===== config.mk =====
export PLATFORM = sky130hd
export DESIGN_NAME = spi_word_sequencer
export DESIGN_NICKNAME = d
export VERILOG_FILES = /design/src/rtl/spi_word_sequencer.sv
export SDC_FILE = /design/constraint.sdc
export NUM_CORES = 1
export LEC_CHECK = 0
export CAP_MARGIN = 20
export CORE_MARGIN = 2
export CORE_UTILIZATION = 49
export DETAILED_ROUTE_END_ITERATION = 8
export PLACE_DENSITY = 0.75
export SLEW_MARGIN = 20
export SYNTH_ARGS = -nofsm -noshare
export SYNTH_HDL_FRONTEND = slang
export SYNTH_SLANG_ARGS = --single-unit

===== constraint.sdc =====
create_clock -name clk -period 6.6 [get_ports clk]
set_input_delay 1.32 -clock clk [delete_from_list [all_inputs] [get_ports clk]]
set_output_delay 1.32 -clock clk [all_outputs]
set_load 0.01 [all_outputs]

===== src/rtl/spi_word_sequencer.sv =====
// Purpose : serial word writer for AD9833-class parts (FSYNC/SCLK/SDATA), MSB first.
// Latency : start accepted at edge 0 -> done high for one cycle, 1 + N*(LEAD+WORD_W*CLKS_PER_BIT+GAP) cycles later (count 0: cycle 2).
// Backpr. : none; start is sampled only in IDLE, and a start while busy is dropped, not queued.
//
// Ports:
//   clk, rst_n        system clock, synchronous active-low reset
//   start             sequence request (IDLE only)
//   words_in          word i at [i*WORD_W +: WORD_W], word 0 sent first
//   word_count        words to send, clamped to NUM_WORDS
//   busy, done        status: busy during the sequence, done one-cycle pulse at the end
//   fsync, sclk, sdata device pins (fsync active low, sclk idles high)
//   abort             only with SPI_WORD_SEQ_ABORT_EN defined: drop the sequence in flight
//
// Optional feature macro: SPI_WORD_SEQ_ABORT_EN (adds the abort input).
module spi_word_sequencer #(
    parameter int WORD_W       = 16,
    parameter int NUM_WORDS    = 4,
    parameter int CLKS_PER_BIT = 10,
    parameter int LEAD_CLKS    = 10,
    parameter int GAP_CLKS     = 4
) (
    input  logic                             clk,
    input  logic                             rst_n,
    input  logic                             start,
    input  logic [NUM_WORDS*WORD_W-1:0]      words_in,
    input  logic [$clog2(NUM_WORDS+1)-1:0]   word_count,
`ifdef SPI_WORD_SEQ_ABORT_EN
    input  logic                             abort,
`endif
    output logic                             busy,
    output logic                             done,
    output logic                             fsync,
    output logic                             sclk,
    output logic                             sdata
);

    localparam int WCW    = $clog2(NUM_WORDS + 1);
    localparam int BW     = (WORD_W > 1) ? $clog2(WORD_W) : 1;
    localparam int MAXC_A = (LEAD_CLKS > CLKS_PER_BIT) ? LEAD_CLKS : CLKS_PER_BIT;
    localparam int MAXC   = (MAXC_A > GAP_CLKS) ? MAXC_A : GAP_CLKS;
    localparam int CW     = $clog2(MAXC + 1);

    localparam logic [CW-1:0]  LEAD_LAST = CW'(LEAD_CLKS - 1);
    localparam logic [CW-1:0]  GAP_LAST  = CW'(GAP_CLKS - 1);
    localparam logic [CW-1:0]  BIT_LAST  = CW'(CLKS_PER_BIT - 1);
    // sclk is registered, so the fall is scheduled one cycle early to be
    // visible exactly at the half-period cycle.
    localparam logic [CW-1:0]  FALL_AT   = CW'(CLKS_PER_BIT / 2 - 1);
    localparam logic [BW-1:0]  BIT_TOP   = BW'(WORD_W - 1);
    localparam logic [WCW-1:0] NW_MAX    = WCW'(NUM_WORDS);

    typedef enum logic [2:0] {
        S_IDLE,
        S_LEAD,
        S_SHIFT,
        S_GAP,
        S_FIN
    } state_t;

    state_t                        state_q, state_d;
    logic [CW-1:0]                 clk_cnt_q, clk_cnt_d;
    logic [BW-1:0]                 bit_idx_q, bit_idx_d;
    logic [WCW-1:0]                word_idx_q, word_idx_d;
    logic [WCW-1:0]                count_q, count_d;
    logic [NUM_WORDS*WORD_W-1:0]   words_q, words_d;
    logic                          busy_q, busy_d;
    logic                          done_q, done_d;
    logic                          fsync_q, fsync_d;
    logic                          sclk_q, sclk_d;
    logic                          sdata_q, sdata_d;

    logic                          abort_req;
    logic [WORD_W-1:0]             cur_word;
    logic [BW-1:0]                 bit_idx_dec;
    logic [WCW-1:0]                count_clamped;

`ifdef SPI_WORD_SEQ_ABORT_EN
    assign abort_req = abort;
`else
    assign abort_req = 1'b0;
`endif

    assign busy  = busy_q;
    assign done  = done_q;
    assign fsync = fsync_q;
    assign sclk  = sclk_q;
    assign sdata = sdata_q;

    assign bit_idx_dec   = bit_idx_q - BW'(1);
    assign count_clamped = (word_count > NW_MAX) ? NW_MAX : word_count;

    always_comb begin
        cur_word = '0;
        for (int i = 0; i < NUM_WORDS; i++) begin
            if (word_idx_q == WCW'(i)) begin
                cur_word = words_q[i*WORD_W +: WORD_W];
            end
        end
    end

    always_comb begin
        state_d    = state_q;
        clk_cnt_d  = clk_cnt_q;
        bit_idx_d  = bit_idx_q;
        word_idx_d = word_idx_q;
        count_d    = count_q;
        words_d    = words_q;
        busy_d     = busy_q;
        done_d     = 1'b0;
        fsync_d    = fsync_q;
        sclk_d     = sclk_q;
        sdata_d    = sdata_q;

        case (state_q)
            S_IDLE: begin
                if (start && !abort_req) begin
                    words_d    = words_in;
                    count_d    = count_clamped;
                    word_idx_d = '0;
                    busy_d     = 1'b1;
                    clk_cnt_d  = '0;
                    if (count_clamped == '0) begin
                        // Empty request: pass through a one-cycle GAP (fsync
                        // stays high) so it ends through the normal FIN path.
                        state_d   = S_GAP;
                        clk_cnt_d = GAP_LAST;
                    end else begin
                        state_d = S_LEAD;
                        fsync_d = 1'b0;
                    end
                end
            end

            S_LEAD: begin
                if (clk_cnt_q == LEAD_LAST) begin
                    state_d   = S_SHIFT;
                    clk_cnt_d = '0;
                    bit_idx_d = BIT_TOP;
                    // First bit is on the pin from cycle 0 of its period.
                    sdata_d   = cur_word[BIT_TOP];
                end else begin
                    clk_cnt_d = clk_cnt_q + CW'(1);
                end
            end

            S_SHIFT: begin
                if (clk_cnt_q == FALL_AT) begin
                    sclk_d = 1'b0;
                end
                if (clk_cnt_q == BIT_LAST) begin
                    sclk_d    = 1'b1;
                    clk_cnt_d = '0;
                    if (bit_idx_q == '0) begin
                        state_d = S_GAP;
                        fsync_d = 1'b1;
                    end else begin
                        bit_idx_d = bit_idx_dec;
                        sdata_d   = cur_word[bit_idx_dec];
                    end
                end else begin
                    clk_cnt_d = clk_cnt_q + CW'(1);
                end
            end

            S_GAP: begin
                if (clk_cnt_q == GAP_LAST) begin
                    clk_cnt_d = '0;
                    if ((word_idx_q + WCW'(1)) < count_q) begin
                        word_idx_d = word_idx_q + WCW'(1);
                        state_d    = S_LEAD;
                        fsync_d    = 1'b0;
                    end else begin
                        state_d = S_FIN;
                        done_d  = 1'b1;
                        busy_d  = 1'b0;
                        sdata_d = 1'b0;
                    end
                end else begin
                    clk_cnt_d = clk_cnt_q + CW'(1);
                end
            end

            S_FIN: begin
                state_d = S_IDLE;
            end

            default: begin
                state_d = S_IDLE;
            end
        endcase

        // Abort wins over everything while a sequence is in flight; busy_q is
        // low in IDLE and FIN, so an abort there does nothing.
        if (abort_req && busy_q) begin
            state_d    = S_IDLE;
            clk_cnt_d  = '0;
            bit_idx_d  = '0;
            word_idx_d = '0;
            busy_d     = 1'b0;
            done_d     = 1'b0;
            fsync_d    = 1'b1;
            sclk_d     = 1'b1;
            sdata_d    = 1'b0;
        end
    end

    always_ff @(posedge clk) begin
        if (!rst_n) begin
            state_q    <= S_IDLE;
            clk_cnt_q  <= '0;
            bit_idx_q  <= '0;
            word_idx_q <= '0;
            count_q    <= '0;
            words_q    <= '0;
            busy_q     <= 1'b0;
            done_q     <= 1'b0;
            fsync_q    <= 1'b1;
            sclk_q     <= 1'b1;
            sdata_q    <= 1'b0;
        end else begin
            state_q    <= state_d;
            clk_cnt_q  <= clk_cnt_d;
            bit_idx_q  <= bit_idx_d;
            word_idx_q <= word_idx_d;
            count_q    <= count_d;
            words_q    <= words_d;
            busy_q     <= busy_d;
            done_q     <= done_d;
            fsync_q    <= fsync_d;
            sclk_q     <= sclk_d;
            sdata_q    <= sdata_d;
        end
    end

endmodule


==> run summary <==
Core Box Area - 8300 um^2
Setup-failing EPs final - 0
I/O Pins - 75
Most used DFF post-synth - dfxtp_1
Clk slew on worst S/H paths - 80 ps
Port Buf Inserts - 74
Die X - 97.0 um
CTS-repair resized insts - 0
Worst EP required - 6830 ps
Class of the worst hold path - reg2reg
Slew at the pin closest to its max-slew limit - 1060 ps
First-pass GRT wire length - 18500 um
Nets - 693
Grt ovf - 0
Cell with the most instances after synthesis - nand2_1
Part of the Yosys area used for sequential elements - 0.406
Total wire length - 11100 um
Largest net degree at the start of global routing - 70
Relative slew slack - 0.294
Max-slew violation count - 0
Syn_nets - 649
Worst EP arrival - 3130 ps
Starting Density - 0.511
Die area - 9420 um^2
CP startpoint kind - register
Clk sinks - 86
Clock insertion delay at the later pin of the skew report - 360 ps
Post-CTS setup buffers - 0
CTS Buf Count - 9
Total power - 1.46 mW
H-tree level count - 3
Synth top cells by count - nand2_1, a21oi_1, dfxtp_1
DRT antenna net count - 0
Fin. Hold Viols - 0
Synthesized instance count - 568
Total GRT Usage - 0.237
Reg-to-reg startpoint - bit_idx_q[0]$_SDFFE_PN0P_
Drt drc - 0
Area leader, netlist - dfxtp_1
Lkg Pwr - 1.81 nW
Max VDD drop - 0.000145 V
Status - finished clean
Final min period - 2900 ps
EDFF count, synth - 0
Highest Clock Rate - 345 MHz
Pwr dens - 285 nW/um^2
R2r setup slk - 3700 ps
#FFs+latches synth - 86
Worst Hold Launch - count_q[0]$_SDFFE_PN0P_
Placed wire-length estimate - 7630 um
Vias in the first global route - 3877
First-pass DRT Iterations - 5
Async S/R FF share, synth - 0
Yosys top cell area share - 0.406
Fin Setup TNS - 0 ps
Top cells by area in the synthesized netlist - dfxtp_1, nand2_1, a21oi_1
Vias - 4140
N_diodes - 0
Hold Path Sink - count_q[0]$_SDFFE_PN0P_
Synthesized area - 4240 um^2
WHS - 455 ps
Fraction of layout cells with a size suffix above 1 - 0.0455
Crit. End Element - register
Worst Hold Depth - 2
Clock buffer depth - 2
Synthesized area per cell - 7.47 um^2
Worst Skew - 6.42 ps
TritonCTS clock tree - built
Critical path class - reg2reg
Yosys warns - 0
Fin crit share - 0.439
Hold buffer count at cts - 0
Via density per instance - 5.74
Clock Tree Root - clkbuf_8
FF-to-FF path depth - 8
Initial antenna violation count - 0
Site Rows - 33
Unrepaired setup endpoints after global routing - no
Max Cap Viol - 0
GP Congestion - 0.875
WL per Instance - 15.4 um
RR Endpoint - sdata$_SDFFE_PN0P_
Synth unique cells - 57
Initial DRC count - 294
Worst-path fanout max - 16
Die H - 97.0 um
Area Overhead vs Synth - 20.6%
==> placed cells by master, fill, tap and decap left out, types with 11 or more instances in the layout <==
| master | netlist | routed |
|---|---|---|
| o21ai_0 | 19 | 19 |
| clkdlybuf4s50_1 | 0 | 74 |
| nand2_1 | 162 | 162 |
| clkbuf_8 | 0 | 11 |
| dfxtp_1 | 86 | 86 |
| a21oi_1 | 104 | 104 |
| ha_1 | 11 | 11 |
| inv_1 | 25 | 25 |
| nand3b_1 | 11 | 11 |
| nor2_1 | 13 | 13 |
==> sequential cells by signal, indices dropped and copies added, names as in the netlist <==
name,count
sclk,1
word_idx_q,3
words_q,64
done,1
count_q,3
bit_idx_q,4
clk_cnt_q,4
fsync,1
busy,1
sdata,1
state_q,3
==> logic make-up (layout without fill, tap and decap cells) <==
logic type,after synthesis,after routing,share of synthesized area
simple gates,221,221,0.229
compound gates,173,173,0.245
flops,86,86,0.406
buf+inv,69,117,0.0696
fa+ha+maj,11,11,0.0324
xor+xnor,4,4,0.00826
mux,4,4,0.00973
==> power breakdown <==
group / switching, mW / leakage [nW] / total [mW] / internal (mW)
clock: 0.184 / 0.0910 / 0.337 / 0.153
combinational: 0.259 / 1.01 / 0.438 / 0.178
sequential: 0.0737 / 0.704 / 0.685 / 0.611
total: 0.517 / 1.81 / 1.46 / 0.943
==> worst max-delay path by stage <==
stage / start / to / slack, ps / cells after the start
after floorplan: start / fsync$_SDFFE_PN1P_ / 4260 / 6
after global placement: start / words_q[55]$_SDFFE_PN0P_ / 3350 / 4
after detailed placement: start / words_q[3]$_SDFFE_PN0P_ / 3300 / 4
after CTS: start / words_q[3]$_SDFFE_PN0P_ / 3640 / 4
after global routing: bit_idx_q[0]$_SDFFE_PN0P_ / sdata$_SDFFE_PN0P_ / 3480 / 8
final: bit_idx_q[0]$_SDFFE_PN0P_ / sdata$_SDFFE_PN0P_ / 3700 / 8
==> worst max-delay path, cell delays in order (launching register included) <==
cell and delay [ps]:
dfxtp_1 710, inv_1 280, ha_1 340, xnor2_1 490, nand4_1 230, a211oi_1 280
nor4_1 100, a32oi_1 240, o32ai_1 110
==> cell type report <==
class | instances | area [um^2]
multi-input combinational | 413 | 2230
timing repair buffer | 76 | 756
clock buffer | 11 | 151
inverter | 26 | 97.6
fill | 771 | 3180
sequential | 86 | 1720
tap | 105 | 131
clock inverter | 4 | 22.5
==> per-layer routing <==
metal	global-route usage	wire, um	vias up	share of wire
met1	0.330	5000	1920	0.45
met2	0.356	4920	163	0.44
met5	0	0	-	0
li1	-	-	2028	-
met3	0.0592	849	29	0.077
met4	0.0878	312	0	0.028
==> stage by stage <==
stage          area, um^2   util  instances  worst slack, ps
4_1_cts              5110  0.616        721             3640
3_5_place_dp         4940  0.595        706             3300
2_1_floorplan        4240      -        568             4260
6_report             5110  0.616        721             3700
5_1_grt              5110  0.616        721             3480
3_3_place_gp         4940  0.595        706             3350
No activity file was read; power rests on OpenSTA's default activity.
